<file path="src/rtl/uart_host_cmd_master.sv">
// rtl/uart_host_cmd_master.sv - SYS_CTRL command master over a byte UART TX/RX pair
// Optional response timeout enabled by defining HOST_CMD_TIMEOUT_EN.
module uart_host_cmd_master #(
  parameter int TIMEOUT_CYCLES = 65535
) (
  input  logic        CLK,
  input  logic        RST,
  input  logic        cmd_valid,
  output logic        cmd_ready,
  input  logic [1:0]  cmd_op,
  input  logic [3:0]  cmd_addr,
  input  logic [7:0]  cmd_data0,
  input  logic [7:0]  cmd_data1,
  input  logic [3:0]  cmd_func,
  output logic [7:0]  tx_data,
  output logic        tx_valid,
  input  logic        tx_ready,
  input  logic [7:0]  rx_data,
  input  logic        rx_valid,
  output logic        rsp_valid,
  output logic [15:0] rsp_data,
  output logic        rsp_timeout,
  output logic        busy
);

  typedef enum logic [1:0] {IDLE, SEND, WAIT_RSP, DONE} state_t;

  localparam logic [1:0] OP_RF_WR  = 2'd0;
  localparam logic [1:0] OP_RF_RD  = 2'd1;
  localparam logic [1:0] OP_ALU_W  = 2'd2;
  localparam logic [1:0] OP_ALU_N  = 2'd3;

  state_t      state;
  logic [1:0]  op_q;
  logic [3:0]  addr_q;
  logic [7:0]  data0_q;
  logic [7:0]  data1_q;
  logic [3:0]  func_q;
  logic [1:0]  idx;
  logic        rx_cnt;
  logic [7:0]  lo_q;

  logic        fin;
  logic [15:0] fin_data;

  function automatic logic [7:0] frame_byte(input logic [1:0] op, input logic [3:0] addr,
                                            input logic [7:0] d0, input logic [7:0] d1,
                                            input logic [3:0] func, input logic [1:0] i);
    logic [7:0] b;
    b = 8'h00;
    case (op)
      OP_RF_WR: case (i)
        2'd0:    b = 8'hAA;
        2'd1:    b = {4'h0, addr};
        default: b = d0;
      endcase
      OP_RF_RD: b = (i == 2'd0) ? 8'hBB : {4'h0, addr};
      OP_ALU_W: case (i)
        2'd0:    b = 8'hCC;
        2'd1:    b = d0;
        2'd2:    b = d1;
        default: b = {4'h0, func};
      endcase
      default:  b = (i == 2'd0) ? 8'hDD : {4'h0, func};
    endcase
    return b;
  endfunction

  function automatic logic [1:0] last_idx(input logic [1:0] op);
    case (op)
      OP_RF_WR: return 2'd2;
      OP_ALU_W: return 2'd3;
      default:  return 2'd1;
    endcase
  endfunction

  assign cmd_ready = (state == IDLE);
  assign busy      = (state != IDLE);

`ifdef HOST_CMD_TIMEOUT_EN
  localparam logic [15:0] TMO_LAST = 16'(TIMEOUT_CYCLES - 1);
  logic [15:0] tmo_cnt;
  logic        tmo_q;
  logic        fin_tmo;
  assign rsp_timeout = tmo_q;
`else
  assign rsp_timeout = 1'b0;
`endif

  // Decides when the current command completes and what response it carries.
  always_comb begin
    fin      = 1'b0;
    fin_data = 16'h0000;
`ifdef HOST_CMD_TIMEOUT_EN
    fin_tmo  = 1'b0;
`endif
    if (state == SEND && tx_ready && idx == last_idx(op_q) && op_q == OP_RF_WR) begin
      fin = 1'b1;
    end else if (state == WAIT_RSP && rx_valid) begin
      if (op_q == OP_RF_RD) begin
        fin      = 1'b1;
        fin_data = {8'h00, rx_data};
      end else if (rx_cnt) begin
        fin      = 1'b1;
        fin_data = {rx_data, lo_q};
      end
`ifdef HOST_CMD_TIMEOUT_EN
    end else if (state == WAIT_RSP && tmo_cnt == TMO_LAST) begin
      fin     = 1'b1;
      fin_tmo = 1'b1;
`endif
    end
  end

  always_ff @(posedge CLK) begin
    if (RST) begin
      state     <= IDLE;
      op_q      <= 2'd0;
      addr_q    <= 4'd0;
      data0_q   <= 8'd0;
      data1_q   <= 8'd0;
      func_q    <= 4'd0;
      idx       <= 2'd0;
      rx_cnt    <= 1'b0;
      lo_q      <= 8'd0;
      tx_data   <= 8'd0;
      tx_valid  <= 1'b0;
      rsp_valid <= 1'b0;
      rsp_data  <= 16'd0;
`ifdef HOST_CMD_TIMEOUT_EN
      tmo_cnt   <= 16'd0;
      tmo_q     <= 1'b0;
`endif
    end else begin
      rsp_valid <= 1'b0;
      if (fin) begin
        state     <= DONE;
        rsp_valid <= 1'b1;
        rsp_data  <= fin_data;
        tx_valid  <= 1'b0;
`ifdef HOST_CMD_TIMEOUT_EN
        tmo_q     <= fin_tmo;
`endif
      end else begin
        case (state)
          IDLE: if (cmd_valid) begin
            op_q     <= cmd_op;
            addr_q   <= cmd_addr;
            data0_q  <= cmd_data0;
            data1_q  <= cmd_data1;
            func_q   <= cmd_func;
            idx      <= 2'd0;
            rx_cnt   <= 1'b0;
            tx_data  <= frame_byte(cmd_op, cmd_addr, cmd_data0, cmd_data1, cmd_func, 2'd0);
            tx_valid <= 1'b1;
            state    <= SEND;
          end
          SEND: if (tx_ready) begin
            if (idx == last_idx(op_q)) begin
              tx_valid <= 1'b0;
              state    <= WAIT_RSP;
`ifdef HOST_CMD_TIMEOUT_EN
              tmo_cnt  <= 16'd0;
`endif
            end else begin
              idx     <= idx + 2'd1;
              tx_data <= frame_byte(op_q, addr_q, data0_q, data1_q, func_q, idx + 2'd1);
            end
          end
          WAIT_RSP: begin
            // Only the first of two ALU bytes lands here; completing bytes take the fin path.
            if (rx_valid) begin
              lo_q   <= rx_data;
              rx_cnt <= 1'b1;
`ifdef HOST_CMD_TIMEOUT_EN
              tmo_cnt <= 16'd0;
            end else begin
              tmo_cnt <= tmo_cnt + 16'd1;
`endif
            end
          end
          default: state <= IDLE;
        endcase
      end
    end
  end

endmodule

</file>
<file path="config.mk">
export PLATFORM = sky130hd
export DESIGN_NAME = uart_host_cmd_master
export DESIGN_NICKNAME = d
export VERILOG_FILES = /design/src/rtl/uart_host_cmd_master.sv
export SDC_FILE = /design/constraint.sdc
export NUM_CORES = 1
export LEC_CHECK = 0
export ABC_CLOCK_PERIOD_IN_PS = 5600
export CAP_MARGIN = 40
export CELL_PAD_IN_SITES_DETAIL_PLACEMENT = 2
export CELL_PAD_IN_SITES_GLOBAL_PLACEMENT = 2
export CORE_ASPECT_RATIO = 1.4
export CORE_MARGIN = 5
export CORE_UTILIZATION = 32
export DETAILED_ROUTE_END_ITERATION = 16
export GPL_TIMING_DRIVEN = 0
export PLACE_DENSITY = 0.95
export SYNTH_ARGS = -nofsm -noshare
export SYNTH_HDL_FRONTEND = slang
export SYNTH_SLANG_ARGS = --single-unit
</file>
<file path="constraint.sdc">
create_clock -name CLK -period 5.6 [get_ports CLK]
set_clock_uncertainty 0.2 [all_clocks]
set_input_delay 0.84 -clock CLK [delete_from_list [all_inputs] [get_ports CLK]]
set_output_delay 0.84 -clock CLK [all_outputs]
set_load 0.01 [all_outputs]
</file>
==> impl_metrics.py, run 1 <==
metrics = {
    "floorplanning": {
        "die_w_um": 93.8,
        "fp.dieArea_um2": 11900,
        "floorplan.initialDensity": 0.329,
        "die_h_um": 127,
        "rows": 42,
        "num_io_pins": 68,
        "design.core.area_um2": 9560,
    },
    "clock_tree": {
        "numCtsBuffers": 9,
        "post_cts_buffers": 0,
        "clk_pin_slew_ns": 0.06,
        "ctsResizeCount": 0,
        "clock_path_buffers": 2,
        "ctsHoldBuffers": 0,
        "cts_tree": "yes",
        "insertion_delay_ns": 0.34,
        "clockRootBuffer": "clkbuf_16",
        "cts.sinks": 65,
        "htreeDepth": 3,
    },
    "worst_setup_path": {
        "slowest_delay_ns": 0.56,
        "cp.depth": 3,
        "arrival_ns": 1.68,
        "cp.required_ns": 4.56,
        "worst_r2r_startpoint": "idx[1]",
        "rr_endpoint": "tx_data[1]",
        "critPathMaxFanout": 6,
        "endpoint_kind": "primary output",
        "crit_buf_inv": 2,
        "path_cells": "or2_2, inv_1, clkdlybuf4s50_1",
        "critical_path_class": "flip-flop to primary output",
        "worstSetupEndpoint": "cmd_ready",
        "slowest_stage": "clkdlybuf4s50_1",
        "startpoint_type": "flip-flop",
        "r2r_cells": 7,
        "setup.worst_path.start": "state[0]",
        "ff2ff_setup_slack_ns": 2.99,
        "cp_top_family": "buffers and inverters",
    },
    "final_layout": {
        "drive_above_1_share": 0.0882,
        "nets": 504,
        "num_antenna_cells": 0,
        "layout.cells.non_filler": 597,
        "fillerInstances": 1089,
        "syn_to_final_growth_pct": 34.9,
        "fin_util": 0.444,
    },
    "detailed_routing": {
        "drc": 0,
        "wirelength_mm": 12.7,
        "viasPerCell": 5.44,
        "drt_pass1_iterations": 4,
        "drtIter0Drc": 83,
        "ant_nets": 0,
        "wl_per_cell_um": 21.3,
        "vias": 3246,
    },
    "place": {
        "io_buffers": 66,
        "dp.cells": 582,
        "hpwlAfterDp_mm": 9.30,
        "gp_congestion": 0.898,
    },
    "outcome": {
        "status": "finished clean",
    },
    "timing": {
        "setup_viol_count_final": 0,
        "rsz0062_at_grt": "no",
        "fin_setup_tns_ns": 0,
        "fin_crit_sh": 0.486,
        "slew_violations": 0,
        "period_needed_ns": 2.72,
        "finalHoldViolations": 0,
        "tightest_slew_ns": 0.710,
        "max_freq_mhz": 368,
        "hold-worst-slack_ns": 0.261,
        "max_slew_margin": 0.527,
    },
    "yosys": {
        "synth_warnings": 0,
        "synth_seq_cells": 65,
        "ys_seq_area_frac": 0.414,
        "dominantRegCellSynth": "dfxtp_1",
        "synth_area_um2": 3150,
        "synthCells": 384,
        "synth_area_per_cell_um2": 8.19,
        "synth_edf_count": 0,
        "yosysUniqueCellTypes": 53,
        "ys_async_sr_fraction": 0,
        "synthesis.nets": 427,
    },
    "grt": {
        "antenna_found_initial": 0,
        "grt_pass1_wl_mm": 20.2,
        "grt_start_max_net_pins": 12,
        "grt_pass1_vias": 3835,
        "grt_usage": 0.220,
        "overflow": 0,
    },
    "power_and_ir_drop": {
        "p_leak_nw": 1.52,
        "fin_total_pwr_mw": 1.18,
        "peakVddDrop_mv": 0.151,
        "cellPowerDensity_nw_per_um2": 279,
    },
    "job": {
        "drv_cap": 0,
    },
    "worst_hold_path": {
        "hold_path_class": "flip-flop to flip-flop",
    },
}
-- placed cells by master, fill, tap and decap left out, types with 3 or more instances in the layout --
cell             netlist  layout
a211oi_1              12      12
a21oi_1               37      37
a22oi_1                8       8
a311oi_1               3       3
a31oi_1                4       4
a32oi_1                3       3
and3_1                 6       6
and3b_1                3       3
buf_2                 14      14
buf_4                  4       4
clkbuf_1              11      11
clkbuf_16              0       9
clkdlybuf4s50_1        0      66
clkinvlp_4             0       3
dfxtp_1               65      65
ha_1                   4       4
inv_1                  8       8
mux2i_1               13      13
nand2_1               71      71
nand2b_1               7       7
nand3_1                4       4
nand3b_1               9       9
nor2_1                32      32
nor2b_1                9       9
nor3_1                13      13
o21ai_0                7       7
-- report_power, final --
part	switching [mW]	internal, mW
Sequential	0.0158	0.481
Clock	0.215	0.307
Combinational	0.0908	0.0734
Total	0.321	0.861
-- cell families (layout without fill, tap and decap cells) --
logic type / Yosys count / in the layout / synth area share
AOI/OAI and AO/OA: 97 / 97 / 0.210
xor gates and xnor gates: 2 / 2 / 0.00557
adders and majority gates: 4 / 4 / 0.0159
buffers and inverters: 38 / 119 / 0.0581
DFF: 65 / 65 / 0.414
muxes: 13 / 13 / 0.0414
other: 1 / 1 / 0.00119
and+or+nand+nor: 164 / 164 / 0.254
-- sequential cells by signal (all words and copies together), names as in the netlist --
name and cells:
op_q 2, func_q 4, addr_q 4, tx_valid 1, idx 2, rx_cnt 1
lo_q 8, data0_q 8, data1_q 8, rsp_valid 1, rsp_data 16, tx_data 8
state 2
-- worst min-delay path by stage --
stage               startpoint         end  cells after the start
finish              data1_q[6]  data1_q[6]                      2
global route         addr_q[2]   addr_q[2]                      2
CTS                 data1_q[6]  data1_q[6]                      2
detailed placement  data1_q[6]  data1_q[6]                      2
global placement     func_q[2]   func_q[2]                      2
floorplan            addr_q[2]   addr_q[2]                      2
-- area by class of cell --
| class | count | area, um^2 | area share |
|---|---|---|---|
| plain buffers | 30 | 153 | 0.0360 |
| clock buffers | 10 | 239 | 0.0563 |
| well taps | 132 | 165 | 0.0389 |
| flip-flops and latches | 65 | 1300 | 0.307 |
| inverters | 8 | 30.0 | 0.00708 |
| clock inverters | 5 | 32.5 | 0.00767 |
| multi-input cells | 281 | 1660 | 0.392 |
| repair buffers | 66 | 661 | 0.156 |
-- tightest hold or removal path, cell delays in order, from the launching register on --
cell     delay (ns)
dfxtp_1        0.31
nand2_1        0.05
a21oi_1        0.05
-- metrics by stage --
| stage | area [um^2] | setup slack (ns) |
|---|---|---|
| detailed placement | 3970 | 2.71 |
| CTS | 4240 | 2.86 |
| global placement | 3970 | 2.79 |
| floorplan | 3150 | 3.39 |
| finish | 4240 | 2.88 |
| global route | 4240 | 2.82 |
-- layer usage --
layer | global-route usage | vias to the layer above | share of wire
li1 | - | 1501 | -
met5 | 0 | - | 0
met1 | 0.220 | 1588 | 0.36
met3 | 0.0541 | 42 | 0.046
met4 | 0.117 | 0 | 0.045
met2 | 0.412 | 115 | 0.54
-- cells in the mapped netlist (3+ instances only) --
cell | number | area share
a211oi_1 | 12 | 0.029
a21oi_1 | 37 | 0.059
a22oi_1 | 8 | 0.019
a311oi_1 | 3 | 0.0084
a31oi_1 | 4 | 0.0080
a32oi_1 | 3 | 0.0084
and3_1 | 6 | 0.012
and3b_1 | 3 | 0.0084
buf_2 | 14 | 0.022
buf_4 | 4 | 0.0095
clkbuf_1 | 11 | 0.013
dfxtp_1 | 65 | 0.41
ha_1 | 4 | 0.016
inv_1 | 8 | 0.0095
mux2i_1 | 13 | 0.041
nand2_1 | 71 | 0.085
nand2b_1 | 7 | 0.014
nand3_1 | 4 | 0.0064
nand3b_1 | 9 | 0.021
nor2_1 | 32 | 0.038
nor2b_1 | 9 | 0.018
nor3_1 | 13 | 0.021
o21ai_0 | 7 | 0.011
(Power assumes the default switching activity.)
==> run 2, diff against run 1 <==
==> config.mk (replaced) <==
export PLATFORM = sky130hd
export DESIGN_NAME = uart_host_cmd_master
export DESIGN_NICKNAME = d
export VERILOG_FILES = /design/src/rtl/uart_host_cmd_master.sv
export SDC_FILE = /design/constraint.sdc
export NUM_CORES = 1
export LEC_CHECK = 0
export ABC_CLOCK_PERIOD_IN_PS = 2370
export CAP_MARGIN = 40
export CELL_PAD_IN_SITES_DETAIL_PLACEMENT = 2
export CELL_PAD_IN_SITES_GLOBAL_PLACEMENT = 2
export CORE_ASPECT_RATIO = 1.4
export CORE_MARGIN = 5
export CORE_UTILIZATION = 26
export DETAILED_ROUTE_END_ITERATION = 16
export GPL_TIMING_DRIVEN = 0
export PLACE_DENSITY = 0.84
export SYNTH_ARGS = -nofsm -noshare
export SYNTH_HDL_FRONTEND = slang
export SYNTH_SLANG_ARGS = --single-unit
==> constraint.sdc (replaced) <==
create_clock -name CLK -period 2.37 [get_ports CLK]
set_clock_uncertainty 0.2 [all_clocks]
set_input_delay 0.3555 -clock CLK [delete_from_list [all_inputs] [get_ports CLK]]
set_output_delay 0.3555 -clock CLK [all_outputs]
set_load 0.01 [all_outputs]
==> run 2 against run 1 <==
Sequential power is 140% higher. Sequential share of layout area is 0.78 points lower. First-iteration DRC count is 37% higher. Clock-buffer cell count stayed put. Clock power grew to 2.8 times the previous value. Critical path type is now flip-flop to flip-flop. Critical endpoint is now tx_data[1]. Highest routed layer unchanged.
==> impl_metrics.py, run 2 (same netlist as run 1, synthesis figures left out) <==
metrics = {
    "power_and_ir_drop": {
        "combPwrFrac": 0.129,
        "clockPowerShare": 0.482,
        "peakVddDrop_mv": 0.350,
        "intPower_mw": 2.27,
        "power.switching_mw": 0.748,
        "cellPowerDensity_nw_per_um2": 692,
        "power_frac_seq": 0.389,
        "switching_share": 0.248,
        "p_leak_nw": 1.54,
    },
    "detailed_routing": {
        "drc": 0,
        "viasPerCell": 5.18,
        "ant_nets": 0,
        "drt_pass1_iterations": 4,
        "drtIter0Drc": 114,
        "wirelength_mm": 11.9,
        "vias": 3166,
        "wl_per_cell_um": 19.5,
    },
    "final_layout": {
        "num_antenna_cells": 0,
        "fillerInstances": 1354,
        "drive_above_1_share": 0.106,
        "final_cell_mix": "71 x nand2_1, 66 x clkdlybuf4s50_1, 64 x dfxtp_1",
        "largest_reg_flops": 16,
        "nets": 502,
        "final_common_cell": "nand2_1",
        "regArea_um2": 1300,
        "largest-register": "rsp_data",
        "multi_input_area_um2": 1700,
        "layout.cells.non_filler": 611,
        "syn_to_final_growth_pct": 38.5,
    },
    "clock_tree": {
        "clk_pin_slew_ns": 0.06,
        "numCtsBuffers": 9,
        "htreeDepth": 3,
        "cts_tree": "yes",
        "post_cts_buffers": 0,
        "clockRootBuffer": "clkbuf_16",
        "ctsHoldBuffers": 0,
        "clock_path_buffers": 2,
        "cts.sinks": 65,
        "ctsResizeCount": 6,
        "insertion_delay_ns": 0.34,
    },
    "grt": {
        "overflow": 0,
        "grt_usage": 0.169,
        "gr-max-usage-layer": "met2",
        "use_met2": 0.305,
        "antenna_found_initial": 0,
        "grt_pass1_vias": 3590,
        "grt_start_max_net_pins": 13,
        "met3_usage": 0.0289,
        "grt_pass1_wl_mm": 18.7,
        "gr-usage-met1": 0.183,
    },
    "timing": {
        "setup_viol_count_final": 0,
        "finalHoldViolations": 0,
        "max_freq_mhz": 441,
        "max_slew_margin": 0.542,
        "rsz0062_at_grt": "no",
        "fin_crit_sh": 0.957,
        "period_needed_ns": 2.27,
        "slew_violations": 0,
        "tightest_slew_ns": 0.686,
        "hold-worst-slack_ns": 0.263,
    },
    "worst_hold_path": {
        "hold_path_class": "flip-flop to flip-flop",
        "hold_path_depth": 2,
    },
    "worst_setup_path": {
        "path_cells": "buf_6, inv_1, ha_4, nor2b_4, nor3_1, or4_4, a311oi_2",
        "slowest_delay_ns": 0.49,
        "critical_path_class": "flip-flop to flip-flop",
        "r2r_cells": 7,
        "arrival_ns": 2.32,
        "critPathMaxFanout": 10,
        "startpoint_type": "flip-flop",
        "endpoint_kind": "flip-flop",
        "cp.required_ns": 2.42,
        "slowest_stage": "or4_4",
    },
    "place": {
        "dp.cells": 597,
        "io_buffers": 66,
        "gp_congestion": 0.860,
        "hpwlAfterDp_mm": 8.90,
    },
    "job": {
        "drv_cap": 0,
    },
    "floorplanning": {
        "die_h_um": 140,
        "floorplan.initialDensity": 0.265,
        "design.core.area_um2": 11900,
        "fp.dieArea_um2": 14400,
        "num_io_pins": 68,
        "die_w_um": 103,
        "rows": 47,
    },
    "outcome": {
        "status": "finished clean",
    },
}
==> run 2: cell count changes in the layout (fill, tap and decap cells not counted), sizes merged <==
cell | previous run | this run
clkbuf | 21 | 19
bufinv | 0 | 2
clkinv | 2 | 1
==> run 2: through the flow <==
step | worst slack, ns | util | TNS (ns) | total power, mW | instance area, um^2
6_report | 0.101 | 0.367 | 0 | 3.01 | 4360
5_1_grt | 0.0253 | 0.367 | 0 | 3.13 | 4360
2_1_floorplan | 0.159 | - | 0 | 1.38 | 3150
4_1_cts | 0.0216 | 0.365 | 0 | 3.05 | 4340
3_5_place_dp | -0.249 | 0.336 | -0.582 | 1.57 | 3990
3_3_place_gp | -0.152 | 0.336 | -0.152 | 1.56 | 3990
==> run 2: final cells by class <==
cell class              instances  area share
inverters                       8     0.00689
multi-input cells             281       0.389
repair buffers                 66       0.152
clock inverters                 6      0.0210
plain buffers                  28      0.0359
clock buffers                  10      0.0548
well taps                     147      0.0422
flip-flops and latches         65       0.299
==> run 2: worst max-delay path, delay by kind of cell (launching register included) <==
family                   cells  cell delay [ns]
AND/OR/NAND/NOR              3             0.76
buffers and inverters        2             0.24
flip-flops                   1             0.40
adder cells (fa/ha/maj)      1             0.34
AO/OA/AOI/OAI                1             0.23
==> run 2: power by group through the flow <==
| stage | Sequential (mW) | Clock [mW] | Combinational (mW) |
|---|---|---|---|
| after floorplan | 1.19 | 0 | 0.193 |
| after global placement | 1.19 | 0 | 0.364 |
| after detailed placement | 1.19 | 0 | 0.377 |
| after CTS | 1.17 | 1.48 | 0.389 |
| after global routing | 1.18 | 1.53 | 0.421 |
| final | 1.17 | 1.45 | 0.389 |
==> run 2: routing by layer <==
layer | wire length (um) | vias up | part of all wire
met3 | 499 | 22 | 0.042
met2 | 6360 | 97 | 0.53
li1 | - | 1495 | -
met4 | 346 | 0 | 0.029
met1 | 4710 | 1552 | 0.40
met5 | 0 | - | 0
==> run 2: path summary, 6_finish.rpt <==
check / from / endpoint / slack (ns)
setup / recovery: idx[1] / tx_data[1] / 0.10
hold / removal: addr_q[1] / addr_q[1] / 0.26
setup reg to reg: idx[1] / tx_data[1] / 0.10
hold reg to reg: addr_q[1] / addr_q[1] / 0.26
